## src/rtl/sfu_ctrl.sv

```systemverilog
// -----------------------------------------------------------------------------
// sfu_ctrl
// Sequencer for the SFU datapath. It pops psum vectors from the OFIFO, drives
// the SFU mode and psum bus, and writes each finished output vector into PMEM
// at consecutive addresses. One tile (num_out output vectors) runs per start.
//
// Ports
//   clk, reset    clock; asynchronous active-high reset
//   start         begin a tile (sampled only in IDLE)
//   n_acc         psums per output vector (0 means 1), latched at start
//   relu_en       ReLU for n_acc==1 groups, latched at start
//   base_addr     first PMEM address, latched at start
//   ofifo_valid   OFIFO head holds a vector
//   ofifo_out     OFIFO head vector
//   ofifo_rd      pop strobe to the OFIFO
//   sfu_mode      00 PASS, 01 ACC, 10 FLUSH_RELU, 11 DIRECT_RELU
//   sfu_psum      psum vector to the SFU (zero when not popping)
//   sfu_result    registered SFU output
//   pmem_wen      PMEM write enable (registered)
//   pmem_addr     PMEM write address (holds when pmem_wen is low)
//   pmem_din      PMEM write data, straight from sfu_result
//   busy          high in RUN and DRAIN
//   done          one-cycle pulse at tile completion
//   dbg_state     current FSM state, for checkers
//
// Handshake: ofifo_valid/ofifo_rd is a valid/ready pair. ofifo_rd is asserted
// only in a cycle where ofifo_valid is high, and the head vector is consumed
// on the rising edge closing that cycle; ofifo_rd never depends on anything
// registered later than the current cycle.
// -----------------------------------------------------------------------------
module sfu_ctrl #(
  parameter int psum_bw = 16,
  parameter int col     = 8,
  parameter int addr_bw = 11,
  parameter int num_out = 16
) (
  input  logic                     clk,
  input  logic                     reset,
  input  logic                     start,
  input  logic [3:0]               n_acc,
  input  logic                     relu_en,
  input  logic [addr_bw-1:0]       base_addr,
  input  logic                     ofifo_valid,
  input  logic [psum_bw*col-1:0]   ofifo_out,
  output logic                     ofifo_rd,
  output logic [1:0]               sfu_mode,
  output logic [psum_bw*col-1:0]   sfu_psum,
  input  logic [psum_bw*col-1:0]   sfu_result,
  output logic                     pmem_wen,
  output logic [addr_bw-1:0]       pmem_addr,
  output logic [psum_bw*col-1:0]   pmem_din,
  output logic                     busy,
  output logic                     done,
  output logic [1:0]               dbg_state
);

  localparam int OCW = $clog2(num_out + 1);

  localparam logic [1:0] M_PASS  = 2'b00;
  localparam logic [1:0] M_ACC   = 2'b01;
  localparam logic [1:0] M_FLUSH = 2'b10;
  localparam logic [1:0] M_DRELU = 2'b11;

  typedef enum logic [1:0] {
    S_IDLE  = 2'd0,
    S_RUN   = 2'd1,
    S_DRAIN = 2'd2
  } state_t;

  state_t               r_state;
  logic [3:0]           r_n_acc;
  logic                 r_relu;
  logic [addr_bw-1:0]   r_base;
  logic [3:0]           r_acc_cnt;
  logic [OCW-1:0]       r_out_cnt;
  logic                 r_wen;
  logic [addr_bw-1:0]   r_addr;
  logic                 r_done;

  state_t               w_next;
  logic                 w_pop;
  logic                 w_grp_end;
  logic                 w_last_out;
  logic [3:0]           w_last_idx;
  logic [1:0]           w_mode;

  always_comb begin
    w_next     = r_state;
    w_pop      = (r_state == S_RUN) && ofifo_valid;
    w_last_idx = r_n_acc - 4'd1;
    w_grp_end  = w_pop && (r_acc_cnt == w_last_idx);
    w_last_out = (r_out_cnt == OCW'(num_out - 1));
    // Idle cycles keep the SFU in ACC with a zero psum so its state holds.
    w_mode     = M_ACC;
    if (w_pop) begin
      if (r_n_acc == 4'd1) begin
        w_mode = r_relu ? M_DRELU : M_PASS;
      end else if (r_acc_cnt == w_last_idx) begin
        w_mode = M_FLUSH;
      end else begin
        w_mode = M_ACC;
      end
    end
    case (r_state)
      S_IDLE:  if (start) w_next = S_RUN;
      S_RUN:   if (w_grp_end && w_last_out) w_next = S_DRAIN;
      S_DRAIN: w_next = S_IDLE;
      default: w_next = S_IDLE;
    endcase
  end

  always_ff @(posedge clk or posedge reset) begin
    if (reset) begin
      r_state   <= S_IDLE;
      r_n_acc   <= 4'd0;
      r_relu    <= 1'b0;
      r_base    <= '0;
      r_acc_cnt <= 4'd0;
      r_out_cnt <= '0;
      r_wen     <= 1'b0;
      r_addr    <= '0;
      r_done    <= 1'b0;
    end else begin
      r_state <= w_next;
      // The SFU result of a group is valid one cycle after its last pop,
      // so the write strobe is the group-end strobe delayed by one cycle.
      r_wen   <= w_grp_end;
      r_done  <= (r_state == S_DRAIN);
      if ((r_state == S_IDLE) && start) begin
        r_n_acc   <= (n_acc == 4'd0) ? 4'd1 : n_acc;
        r_relu    <= relu_en;
        r_base    <= base_addr;
        r_acc_cnt <= 4'd0;
        r_out_cnt <= '0;
      end else if (w_grp_end) begin
        r_acc_cnt <= 4'd0;
        // Address wraps naturally at addr_bw bits.
        r_addr    <= r_base + addr_bw'(r_out_cnt);
        r_out_cnt <= r_out_cnt + OCW'(1);
      end else if (w_pop) begin
        r_acc_cnt <= r_acc_cnt + 4'd1;
      end
    end
  end

  assign ofifo_rd  = w_pop;
  assign sfu_mode  = w_mode;
  assign sfu_psum  = w_pop ? ofifo_out : '0;
  assign pmem_wen  = r_wen;
  assign pmem_addr = r_addr;
  assign pmem_din  = sfu_result;
  assign busy      = (r_state != S_IDLE);
  assign done      = r_done;
  assign dbg_state = r_state;

endmodule
```

## config.mk

```make
export PLATFORM = sky130hd
export DESIGN_NAME = sfu_ctrl
export DESIGN_NICKNAME = d
export VERILOG_FILES = /design/src/rtl/sfu_ctrl.sv
export SDC_FILE = /design/constraint.sdc
export NUM_CORES = 1
export LEC_CHECK = 0
export CELL_PAD_IN_SITES_DETAIL_PLACEMENT = 1
export CELL_PAD_IN_SITES_GLOBAL_PLACEMENT = 1
export CORE_AREA = 10 10 209 211
export DETAILED_ROUTE_END_ITERATION = 10
export DIE_AREA = 0 0 219 221
export PLACE_DENSITY_LB_ADDON = 0.1
export SYNTH_ARGS = -nofsm -noshare
export SYNTH_HDL_FRONTEND = slang
export SYNTH_SLANG_ARGS = --single-unit
```

## constraint.sdc

```tcl
create_clock -name clk -period 5.1 [get_ports clk]
set_input_delay 1.02 -clock clk [delete_from_list [all_inputs] [get_ports clk]]
set_output_delay 1.02 -clock clk [all_outputs]
set_load 0.1 [all_outputs]
```

# Word level (Yosys, flattened, before mapping)

Index checks and enable logic that the tools add are counted.

ROM bits: 0
RAM bits: 0
Bits of input ports: 276
Logic and storage cells: 46
Bits in registers: 40
Latch bits: 0
Memories kept: 0
Output and inout bits: 275

Reductions and logical operators: 11
Bitwise operators: 1
Shift-type cells: 0
Mux-type cells: 14
Equality and inequality tests: 7
Multiply operators: 0
$lt $le $gt $ge: 0
Add/sub/neg operators: 4
Divide/modulo/power cells: 0

Operator list:

| operator                                                           | count |
|---|---|
| 128-bit 2-to-1 mux                                                 | 1 |
| 4-bit 2-to-1 mux                                                   | 4 |
| 2-bit 2-to-1 mux                                                   | 6 |
| 11-bit by 5-bit adder with 11-bit output                           | 1 |
| 5-bit 2-to-1 mux                                                   | 2 |
| 5-bit by 1-bit adder with 5-bit output, second input constant      | 1 |
| 5-bit by 4-bit == test with 1-bit output, second input constant    | 1 |
| 4-bit by 1-bit adder with 4-bit output, second input constant      | 1 |
| 4-bit by 1-bit == test with 1-bit output, second input constant    | 1 |
| 4-bit == test                                                      | 1 |
| 1-bit logical AND                                                  | 4 |
| 4-bit zero test                                                    | 1 |
| 2-bit case mux with 2 select lines                                 | 1 |
| 2-bit AND reduction                                                | 2 |
| 2-bit nonzero test                                                 | 2 |
| 4-bit by 1-bit subtractor with 4-bit output, second input constant | 1 |
| 3-bit nonzero test                                                 | 1 |
| 2-bit by 1-bit == test with 1-bit output, second input constant    | 1 |
| 2-bit == test, second input constant                               | 1 |
| 2-bit zero test                                                    | 1 |
| 2-bit by 1-bit != test with 1-bit output, second input constant    | 1 |
| 2-bit != test, second input constant                               | 1 |
| 1-bit inverter                                                     | 1 |

# Depth between registers and ports, before layout

Gate-level depths: netlist of the first run.

Depth after elaboration: 6
Mapped depth: 8
Depth with buffers taken out: 7

# Least setup slack after synthesis of the first run

OpenSTA, ideal clock, no wires.

Path kind: register -> output
Start: register r_state[0], in the netlist dbg_state[0]
End: output sfu_mode[1]
Data arrival time: 3334 ps
Cell stages (with the launch flop): 7
Buffers on the path: 0
Setup slack: 746 ps
Data required time: 4080 ps
Cell sequence: dfrtp_1 nand3b_1 clkinv_1 nand4_2 nor2_4 a21oi_1 a21oi_1

Cells in the longest elaborated chain, start to end: 3

RTL lines:

| item                                     | RTL line | text |
|---|---|---|
| from (decl)                              | 70       | `state_t r_state;` |
| from (signal assigned)                   | 124      | `r_state <= w_next;` |
| 2-bit by 1-bit == test with 1-bit output | 89       | `w_pop = (r_state == S_RUN) && ofifo_valid;` |
| 1-bit logical AND                        | 89       |  |
| 2-bit 2-to-1 mux                         | 95       | `if (w_pop) begin` |
| to (decl)                                | 46       | `output logic [1:0] sfu_mode,` |

No other way between the ends.

# Worst setup path in the final report of the first run

Start: input ofifo_valid
End: output sfu_mode[1]

Cells in the longest elaborated chain, start to end: 2

RTL lines:

| item              | RTL line | text |
|---|---|---|
| from (decl)       | 43       | `input logic ofifo_valid,` |
| 1-bit logical AND | 89       |  |
| 2-bit 2-to-1 mux  | 95       |  |

No other way between the ends.

==> summary.md, run 1 <==
| Metric | Value |
|---|---|
| CTS Buf Count | `5` |
| Max Cap Viol | `0` |
| Nets | `924` |
| Die area | `0.04840 mm²` |
| Crit Path Category | `in2out` |
| Starting DRT DRC Count | `70` |
| Pre-Repair DR Iteration Count | `4` |
| First-pass GRT wire length | `32100 µm` |
| Mapped Avg Cell Area | `8.052 µm²` |
| Relative slew margins | `30.51%` |
| Largest net degree at the start of global routing | `106` |
| CP max FO | `105` |
| Final hold vios | `0` |
| Achievable Freq | `0.2464 GHz` |
| Clock-pin slew on the worst setup and hold paths | `0.06 ns` |
| Highest-count cells in the layout ignoring fill and taps | `163 x clkdlybuf4s50_1, 132 x buf_4, 130 x and2_1` |
| FP Rows | `73` |
| Power density cells | `346.2 mW/mm²` |
| Top_reg_cell synth | `dfrtp_1` |
| Max Slew Vio Count | `0` |
| CTS max path bufs | `2` |
| Setup violations, final | `0` |
| Number of synthesized flops with an enable pin | `0` |
| Layout area overhead | `62.28%` |
| Highest metal used | `met5` |
| Crit share post-route | `79.57%` |
| Post-Synthesis Cells | `482` |
| Port bufs | `294` |
| Initial Utilization | `9.836%` |
| Total gr overflow | `0` |
| Die W | `219 µm` |
| Max VDD drop | `0.2170 mV` |
| RSZ-0062 raised after global routing | `no` |
| Final min period | `4.058 ns` |
| Syn Nets | `769` |
| Routed Antenna Nets | `0` |
| Met3 wire length | `3398 µm` |
| Worst slew pin tran | `1.039 ns` |
| Final Wtd Congestion | `0.8097` |
| Min-delay worst type | `reg2reg` |
| Wire per inst | `19.79 µm` |
| Met2 wire length | `12340 µm` |
| Top Ports | `551` |
| CTS tree | `yes` |
| Pleak | `2.731 nW` |
| Top cells by area, synth | `dfrtp_1 26%, buf_4 25%, and2_1 21%, nand2_1 5.1%, ha_1 3.2%` |
| Worst-Skew Late Latency | `0.28 ns` |
| Vias in the first global route | `4323` |
| Post_cts resized | `0` |
| Synthesized area | `0.003881 mm²` |
| Vias/cell | `3.199` |
| Seq cells post-synth | `40` |
| Critical Path End Type | `output port` |
| Die height | `221 µm` |
| Leading area contributor after synthesis | `dfrtp_1` |
| CTS H-tree lvls | `2` |
| Drt total wl | `23000 µm` |
| Worst Path Arrival | `3.04 ns` |
| Post-CTS setup buffers | `0` |
| Routed vias | `3717` |
| Initial antenna violation count | `3` |
| WHS | `0.4969 ns` |
| Filler instances | `4718` |
| Sink Count | `40` |
| Status | `finished clean` |
| Ant. Diodes | `0` |
| Startpoint types | `input pin` |
| Clock root cell | `clkbuf_16` |
| Synth cell types | `41` |
| Final clock skew | `0.007608 ns` |
| Placed cells | `1155` |
| Dpl hpwl | `20270 µm` |
| DRT met1 WL | `6882 µm` |
| Synth warn | `0` |
| Share of cells above drive strength 1 | `23.86%` |
| Critical Path RT | `4.08 ns` |
| Final Non-Filler Cells | `1162` |
| Core box area | `0.03946 mm²` |
| Post-synth top area share | `25.79%` |
| Post-CTS Hold Buffers | `0` |
| DR DRC count | `0` |
| Most common cell after layout, fill and taps aside | `clkdlybuf4s50_1` |
| GRT Total Usage | `9.054%` |
| Seq/Total Area, Yosys | `25.79%` |
| Post-route setup TNS | `0 ns` |
| Ys async rst share | `100.0%` |
==> cell families after synthesis <==
group                    count (synthesis)  share of synthesized area [%]
AO/OA/AOI/OAI                           36                          5.642
XOR/XNOR                                14                          3.707
adder cells (fa/ha/maj)                 11                          3.740
buffers and inverters                  157                          27.89
flip-flops                              40                          25.79
multiplexers                             7                          1.966
AND/OR/NAND/NOR                        217                          31.27
==> layout make-up <==
| type | count | area [µm²] | area share (%) |
|---|---|---|---|
| clock buffers | 6 | 128.9 | 2.046 |
| clock inverters | 1 | 5.005 | 0.07946 |
| inverters | 7 | 26.28 | 0.4172 |
| multi-input cells | 285 | 1798 | 28.55 |
| flip-flops and latches | 40 | 1001 | 15.89 |
| well taps | 525 | 656.9 | 10.43 |
| repair buffers | 298 | 2683 | 42.59 |
==> path summary, 6_finish.rpt <==
check	startpoint	end	slack, ns	cells after the start
max	ofifo_valid	sfu_mode[1]	1.04	7
min	r_base[4]	r_base[4]	0.50	2
max reg2reg	dbg_state[1]	pmem_addr[0]	2.68	6
min reg2reg	r_base[4]	r_base[4]	0.50	2
max in group asynchronous	reset	r_base[3]	3.51	3
min in group asynchronous	reset	done	1.18	3
==> critical path, cell delays in order <==
cell and delay (ns):
clkdlybuf4s50_1 0.45, nand3b_1 0.15, inv_2 0.40, buf_12 0.34, a21oi_1 0.15, a21oi_1 0.25, buf_12 0.21
==> report_power, final <==
part	switching, W	internal, W	total [W]
clock	0.000130	0.000178	0.000308
sequential	0.0000758	0.000400	0.000476
combinational	0.000996	0.000400	0.00140
==> sequential cells by signal, indices dropped and copies added, names as in the netlist <==
name       cells
dbg_state      2
r_out_cnt      5
done           1
pmem_wen       1
pmem_addr     11
r_acc_cnt      4
r_relu         1
r_base        11
r_n_acc        4
==> routing by layer <==
layer | vias to the layer above | global-route usage [%]
li1 | 1691 | -
met1 | 1737 | 7.506
met2 | 265 | 17.01
met3 | 18 | 6.248
met4 | 6 | 1.929
met5 | - | 0.3122
==> synthesized netlist by cell type (2+ instances only) <==
cell and count:
clkbuf_1 19, o21ai_0 8, xnor2_1 7, ha_1 10
xor2_1 5, nor2_1 12, a21o_1 3, nand2_1 53
inv_1 6, a21oi_1 14, nand3_1 5, nor3_1 3
nor2b_1 2, buf_4 129, mux2i_1 2, dfrtp_1 40
mux2_2 5, nor3_2 2, a211oi_1 5, nand3b_1 2
and2_1 130
==> stage by stage <==
stage	total power [W]	area, µm²	util, %	worst slack, ns
after floorplan	0.001944	3881	-	0.7455
after global placement	0.001897	6165	15.62	0.9869
after detailed placement	0.001902	6165	15.62	0.9699
after CTS	0.002224	6299	15.96	0.9641
after global routing	0.002293	6299	15.96	0.7986
final	0.002180	6299	15.96	1.042
Power figures use the tool's default switching activity.
==> run 2: changes to the inputs <==
--- a/config.mk
+++ b/config.mk
@@ -7,9 +7,9 @@
 export LEC_CHECK = 0
 export CELL_PAD_IN_SITES_DETAIL_PLACEMENT = 1
 export CELL_PAD_IN_SITES_GLOBAL_PLACEMENT = 1
-export CORE_AREA = 10 10 209 211
+export CORE_AREA = 10 10 206 208
 export DETAILED_ROUTE_END_ITERATION = 10
-export DIE_AREA = 0 0 219 221
+export DIE_AREA = 0 0 216 218
 export PLACE_DENSITY_LB_ADDON = 0.1
 export SYNTH_ARGS = -nofsm -noshare
 export SYNTH_HDL_FRONTEND = slang
==> constraint.sdc (replaced) <==
create_clock -name clk -period 3.7 [get_ports clk]
set_input_delay 0.74 -clock clk [delete_from_list [all_inputs] [get_ports clk]]
set_output_delay 0.74 -clock clk [all_outputs]
set_load 0.1 [all_outputs]
==> summary.md, run 2 (synthesis results as in run 1) <==
| Metric | Value |
|---|---|
| Status | `finished clean` |
| CP max FO | `84 (-20%)` |
| Part of the power in combinational logic | `66.2% (+2.2 points)` |
| Post-route setup TNS | `0 ns (unchanged)` |
| Starting DRT DRC Count | `105 (+50%)` |
| Max Cap Viol | `0 (unchanged)` |
| Crit path max-delay family | `buffers and inverters` |
| Filler instances | `4336 (-8.1%)` |
| First-pass GRT wire length | `34470 µm (+7.4%)` |
| Share of cells above drive strength 1 | `24.73% (+0.86 points)` |
| Register area | `0.001001 mm² (unchanged)` |
| Largest net degree at the start of global routing | `85 (-20%)` |
| Relative slew margins | `33.95% (+3.4 points)` |
| Switching power | `0.001712 W (+42%)` |
| CTS max path bufs | `2 (unchanged)` |
| Initial antenna violation count | `5 (+2)` |
| Worst hold path depth | `2 (unchanged)` |
| Max Slew Vio Count | `0 (unchanged)` |
| Post-layout util | `20.68% (+4.7 points)` |
| Port bufs | `294 (unchanged)` |
| Startpoint types | `input pin` |
| Min-delay src | `r_base[4]` |
| Total gr overflow | `0 (unchanged)` |
| Core box area | `0.03829 mm² (-3.0%)` |
| Clock root cell | `clkbuf_16` |
| Setup violations, final | `0 (unchanged)` |
| Critical Path RT | `2.96 ns (-1.12 ns)` |
| Vias in the first global route | `4361 (+0.88%)` |
| Final clock skew | `0.004718 ns (-0.002890 ns)` |
| Routed Antenna Nets | `0 (unchanged)` |
| Sw frac | `52.26% (-2.9 points)` |
| Pleak | `3.211 nW (+18%)` |
| Die W | `216 µm (-1.4%)` |
| Sink Count | `40 (unchanged)` |
| Critical R2R Capture | `pmem_addr[8]` |
| Clock power frac | `13.7% (-0.4 points)` |
| Achievable Freq | `0.3187 GHz` |
| Top Ports | `551 (unchanged)` |
| Nets | `925 (+0.11%)` |
| Post-CTS Hold Buffers | `0 (unchanged)` |
| Die area | `0.04709 mm² (-2.7%)` |
| Layout area overhead | `104.0%` |
| Final min period | `3.138 ns` |
| CTS Buf Count | `5 (unchanged)` |
| GRT Total Usage | `10.18% (+1.1 points)` |
| Die height | `218 µm (-1.4%)` |
| Ant. Diodes | `0 (unchanged)` |
| Final hold vios | `0 (unchanged)` |
| WHS | `0.4993 ns (+0.002383 ns)` |
| Post-CTS setup buffers | `0 (unchanged)` |
| Max VDD drop | `0.1769 mV (-18%)` |
| Worst slew pin tran | `0.9877 ns (-0.05142 ns)` |
| Most common cell after layout, fill and taps aside | `clkdlybuf4s50_1` |
| Drt total wl | `25270 µm (+9.9%)` |
| FP Rows | `72 (-1.4%)` |
| Worst Path Arrival | `2.40 ns (-0.64 ns)` |
| Area of the multi-input gates | `0.001802 mm² (+0.21%)` |
| Pre-Repair DR Iteration Count | `4 (unchanged)` |
| Hold path endpoint | `r_base[4]` |
| Initial Utilization | `10.14% (+0.30 points)` |
| CP max-delay cell | `clkdlybuf4s50_1` |
| Routed vias | `3741 (+0.65%)` |
| Critical Path End Type | `output port` |
| Highest-count cells in the layout ignoring fill and taps | `159 x clkdlybuf4s50_1, 132 x buf_12, 130 x and2_1` |
| RSZ-0062 raised after global routing | `no` |
| Crit Path Category | `in2out` |
| Dpl hpwl | `22420 µm (+11%)` |
| Crit path cell chain | `clkdlybuf4s50_1, nand3b_1, inv_2, buf_12, a21oi_1, a21oi_2, buf_12` |
| CP Buf/Inv Count | `4 (unchanged)` |
| DR DRC count | `0 (unchanged)` |
| R2R depth | `7 (+1)` |
| Cell area after layout | `0.007918 mm² (+26%)` |
| CTS tree | `yes` |
| Worst-Skew Late Latency | `0.29 ns (about the same)` |
| R2R setup slack | `1.47 ns (-1.21 ns)` |
| Power density cells | `413.7 mW/mm² (+20%)` |
| Placed cells | `1149 (-0.52%)` |
| Slowest stage delay, CP | `0.46 ns (about the same)` |
| Final Non-Filler Cells | `1157 (-0.43%)` |
| Min-delay worst type | `reg2reg` |
| P_int | `0.001564 W (+60%)` |
| Wire per inst | `21.84 µm (+10%)` |
| Post_cts resized | `0 (unchanged)` |
| Most frequent cell on the critical path | `buf_12` |
| Reg-to-Reg Start | `r_out_cnt[0]` |
| Crit share post-route | `84.81%` |
| CTS H-tree lvls | `2 (unchanged)` |
| Final Wtd Congestion | `0.8175 (+0.96%)` |
| Placed inst area | `0.007771 mm² (+26%)` |
| Vias/cell | `3.233 (+1.1%)` |
| Seq pwr share | `20.1% (-1.7 points)` |
| Clock-pin slew on the worst setup and hold paths | `0.06 ns (about the same)` |
run 2: changes by cell type in the layout (fill, tap and decap cells not counted), sizes merged:
cell	change
buf	+5
clkdlybuf4s50	-4
clkbuf	+2
clkinv	-1
run 2: power by group through the flow:
| stage | registers [W] | logic [W] | clock network [W] |
|---|---|---|---|
| 6_report | 0.000659 | 0.00217 | 0.000449 |
| 4_1_cts | 0.000667 | 0.00220 | 0.000475 |
| 3_3_place_gp | 0.000671 | 0.00219 | 0 |
| 2_1_floorplan | 0.00106 | 0.00162 | 0 |
| 5_1_grt | 0.000682 | 0.00226 | 0.000488 |
| 3_5_place_dp | 0.000676 | 0.00219 | 0 |
run 2: how the worst max path moves through the flow:
stage	start	end	slack [ns]	depth (start not counted)
6_report	ofifo_valid	sfu_mode[1]	0.56	7
5_1_grt	ofifo_valid	sfu_psum[121]	0.41	6
4_1_cts	ofifo_valid	sfu_mode[1]	0.50	7
3_5_place_dp	ofifo_valid	sfu_mode[1]	0.50	7
3_3_place_gp	ofifo_valid	sfu_mode[1]	0.54	7
2_1_floorplan	dbg_state[0]	sfu_psum[118]	0.21	4
run 2: final cells by class:
| cell class | instances | share of cell area (%) |
|---|---|---|
| repair buffers | 299 | 54.24 |
| multi-input cells | 285 | 22.76 |
| flip-flops and latches | 40 | 12.64 |
| well taps | 518 | 8.186 |
| inverters | 7 | 0.3319 |
| clock buffers | 8 | 1.849 |
run 2: metal layers:
| layer | global-route usage, % | wire [µm] | vias to the layer above |
|---|---|---|---|
| li1 | - | - | 1696 |
| met2 | 18.30 | 13110 | 284 |
| met5 | 0.1040 | 0 | - |
| met1 | 9.174 | 7968 | 1733 |
| met4 | 2.191 | 390 | 0 |
| met3 | 7.212 | 3806 | 28 |
run 2: per-stage QoR:
step                      worst slack, ns  total power (W)
final                              0.5620         0.003275
after global routing               0.4137         0.003435
after CTS                          0.5038         0.003342
after global placement             0.5404         0.002859
after floorplan                    0.2074         0.002681
after detailed placement           0.5048         0.002870
run 2: worst reg2reg max path, stage by stage, from the launching register on:
cell and delay (ns):
dfrtp_1 0.42, ha_1 0.25, fa_1 0.44, a211o_1 0.31, a21oi_1 0.25, nand4b_1 0.17, xor2_1 0.18, a21oi_1 0.08
==> run 3: changes to the inputs <==
==> constraint.sdc (replaced) <==
create_clock -name clk -period 2.7 [get_ports clk]
set_input_delay 0.54 -clock clk [delete_from_list [all_inputs] [get_ports clk]]
set_output_delay 0.54 -clock clk [all_outputs]
set_load 0.1 [all_outputs]
==> summary.md, run 3 (synthesis results as in run 1) <==
| Metric | Value |
|---|---|
| Die W | `216 µm (unchanged)` |
| Largest net degree at the start of global routing | `84 (-1.2%)` |
| Pre-Repair DR Iteration Count | `4 (unchanged)` |
| CTS Buf Count | `5 (unchanged)` |
| Most common cell after layout, fill and taps aside | `clkdlybuf4s50_1` |
| CP max FO | `83 (-1.2%)` |
| Final hold vios | `0 (unchanged)` |
| Wire per inst | `22.13 µm (+1.3%)` |
| Pleak | `3.342 nW (+4.1%)` |
| Layout area overhead | `109.1%` |
| Worst slew pin tran | `0.6740 ns (-0.3137 ns)` |
| Max Slew Vio Count | `0 (unchanged)` |
| Final clock skew | `0.01041 ns (+0.005688 ns)` |
| Crit Path Category | `in2out` |
| Post-CTS Hold Buffers | `0 (unchanged)` |
| Initial antenna violation count | `11 (+6)` |
| Share of cells above drive strength 1 | `39.94% (+15 points)` |
| Total power draw | `0.004562 W (+39%)` |
| Top Ports | `551 (unchanged)` |
| Die height | `218 µm (unchanged)` |
| Min-delay worst type | `reg2reg` |
| Max VDD drop | `0.6272 mV (+250%)` |
| Final Wtd Congestion | `0.7611 (-6.9%)` |
| Port bufs | `294 (unchanged)` |
| Area of the multi-input gates | `0.001916 mm² (+6.3%)` |
| Vias in the first global route | `4158 (-4.7%)` |
| Filler instances | `4336 (unchanged)` |
| Clock-pin slew on the worst setup and hold paths | `0.06 ns (about the same)` |
| Post_cts resized | `10 (+10)` |
| Nets | `932 (+0.76%)` |
| Slowest stage delay, CP | `0.47 ns (about the same)` |
| Post-CTS setup buffers | `0 (unchanged)` |
| Worst-Skew Late Latency | `0.29 ns (about the same)` |
| First-pass GRT wire length | `35610 µm (+3.3%)` |
| Crit path cell chain | `clkdlybuf4s50_1, nand3b_1, clkinv_2, buf_16, and2_1, buf_12` |
| Initial Utilization | `10.14% (unchanged)` |
| Status | `finished clean` |
| Starting DRT DRC Count | `81 (-23%)` |
| CTS H-tree lvls | `2 (unchanged)` |
| Vias/cell | `3.228 (-0.17%)` |
| CTS max path bufs | `2 (unchanged)` |
| Critical Path RT | `2.16 ns (-0.80 ns)` |
| CP max-delay cell | `clkdlybuf4s50_1` |
| Core box area | `0.03829 mm² (unchanged)` |
| CTS tree | `yes` |
| Power density cells | `562.0 mW/mm² (+36%)` |
| Setup violations, final | `0 (unchanged)` |
| Highest-count cells in the layout ignoring fill and taps | `147 x clkdlybuf4s50_1, 132 x buf_12, 71 x and2_2` |
| Relative slew margins | `54.96% (+21 points)` |
| Die area | `0.04709 mm² (unchanged)` |
| RSZ-0062 raised after global routing | `yes` |
| Worst Path Arrival | `2.09 ns (-0.31 ns)` |
| Setup ws final | `0.07351 ns (-0.4885 ns)` |
| Final min period | `2.626 ns` |
| Critical Path End Type | `output port` |
| Routed vias | `3770 (+0.78%)` |
| DR DRC count | `0 (unchanged)` |
| Register area | `0.001003 mm² (+0.25%)` |
| Achievable Freq | `0.3807 GHz` |
| GRT Total Usage | `10.43% (+0.24 points)` |
| Dpl hpwl | `22770 µm (+1.5%)` |
| Drt total wl | `25850 µm (+2.3%)` |
| Clock root cell | `clkbuf_16` |
| Total gr overflow | `0 (unchanged)` |
| Max Cap Viol | `0 (unchanged)` |
| Post-placement worst setup slack | `-0.05229 ns (-0.5571 ns)` |
| Crit share post-route | `97.28%` |
| Routed Antenna Nets | `0 (unchanged)` |
| Startpoint types | `input pin` |
| FP Rows | `72 (unchanged)` |
| Sink Count | `40 (unchanged)` |
## run 3: changes by cell type in the layout (fill, tap and decap cells not counted), sizes merged, moves of 2 or more
cell and delta:
clkinv +2, clkbuf -2, clkdlybuf4s50 -12, buf +19, diode +4
## run 3: area by class of cell
| cell class | count | share of cell area [%] |
|---|---|---|
| antenna | 4 | 0.1233 |
| tap | 518 | 7.985 |
| clock inverter | 2 | 0.4316 |
| sequential | 40 | 12.36 |
| timing repair buffer | 306 | 53.57 |
| inverter | 7 | 0.3391 |
| multi-input combinational | 285 | 23.60 |
| clock buffer | 6 | 1.588 |
## run 3: power by group
part           switching [W]  leakage [nW]  internal [W]  total (W)
Clock               0.000252        0.0809      0.000435   0.000687
Combinational        0.00195          2.76       0.00102    0.00297
Sequential          0.000145         0.502      0.000756   0.000901
## run 3: path summary, 6_finish.rpt
kind | cells after the start | end | slack [ns] | start
worst max-delay path | 6 | sfu_psum[3] | 0.07 | ofifo_valid
worst min-delay path | 1 | done | 0.49 | dbg_state[0]
worst max register to register | 7 | pmem_addr[8] | 0.39 | r_out_cnt[0]
worst min register to register | 1 | done | 0.49 | dbg_state[0]
max in group asynchronous | 3 | dbg_state[1] | 1.55 | reset
min in group asynchronous | 3 | done | 0.73 | reset
## run 3: per-stage QoR
| step | utilization [%] | hold WS, ns | std cells | TNS [ns] | instance area [µm²] |
|---|---|---|---|---|---|
| after floorplan | - | 0.4523 | 482 | -0.01026 | 3984 |
| final | 21.20 | 0.4878 | 1168 | 0 | 8117 |
| after CTS | 21.16 | 0.4935 | 1164 | -0.01183 | 8102 |
| after global routing | 21.17 | 0.5155 | 1164 | -0.4741 | 8107 |
| after detailed placement | 20.65 | 0.4836 | 1156 | -1.220 | 7905 |
| after global placement | 20.65 | 0.4778 | 1156 | -0.5153 | 7905 |
## run 3: layer usage
layer  vias up  global-route usage (%)  share of wire, %
met5         -                       0              0.32
met4        14                  0.7924              0.34
met1      1734                   9.985                34
met2       285                   18.95                51
met3        21                   6.990                15
li1       1716                       -                 -
## run 3: critical path: cells and delay by family
family                 cells  cell delay, ns
AND/OR/NAND/NOR            2            0.41
buffers and inverters      4            1.07
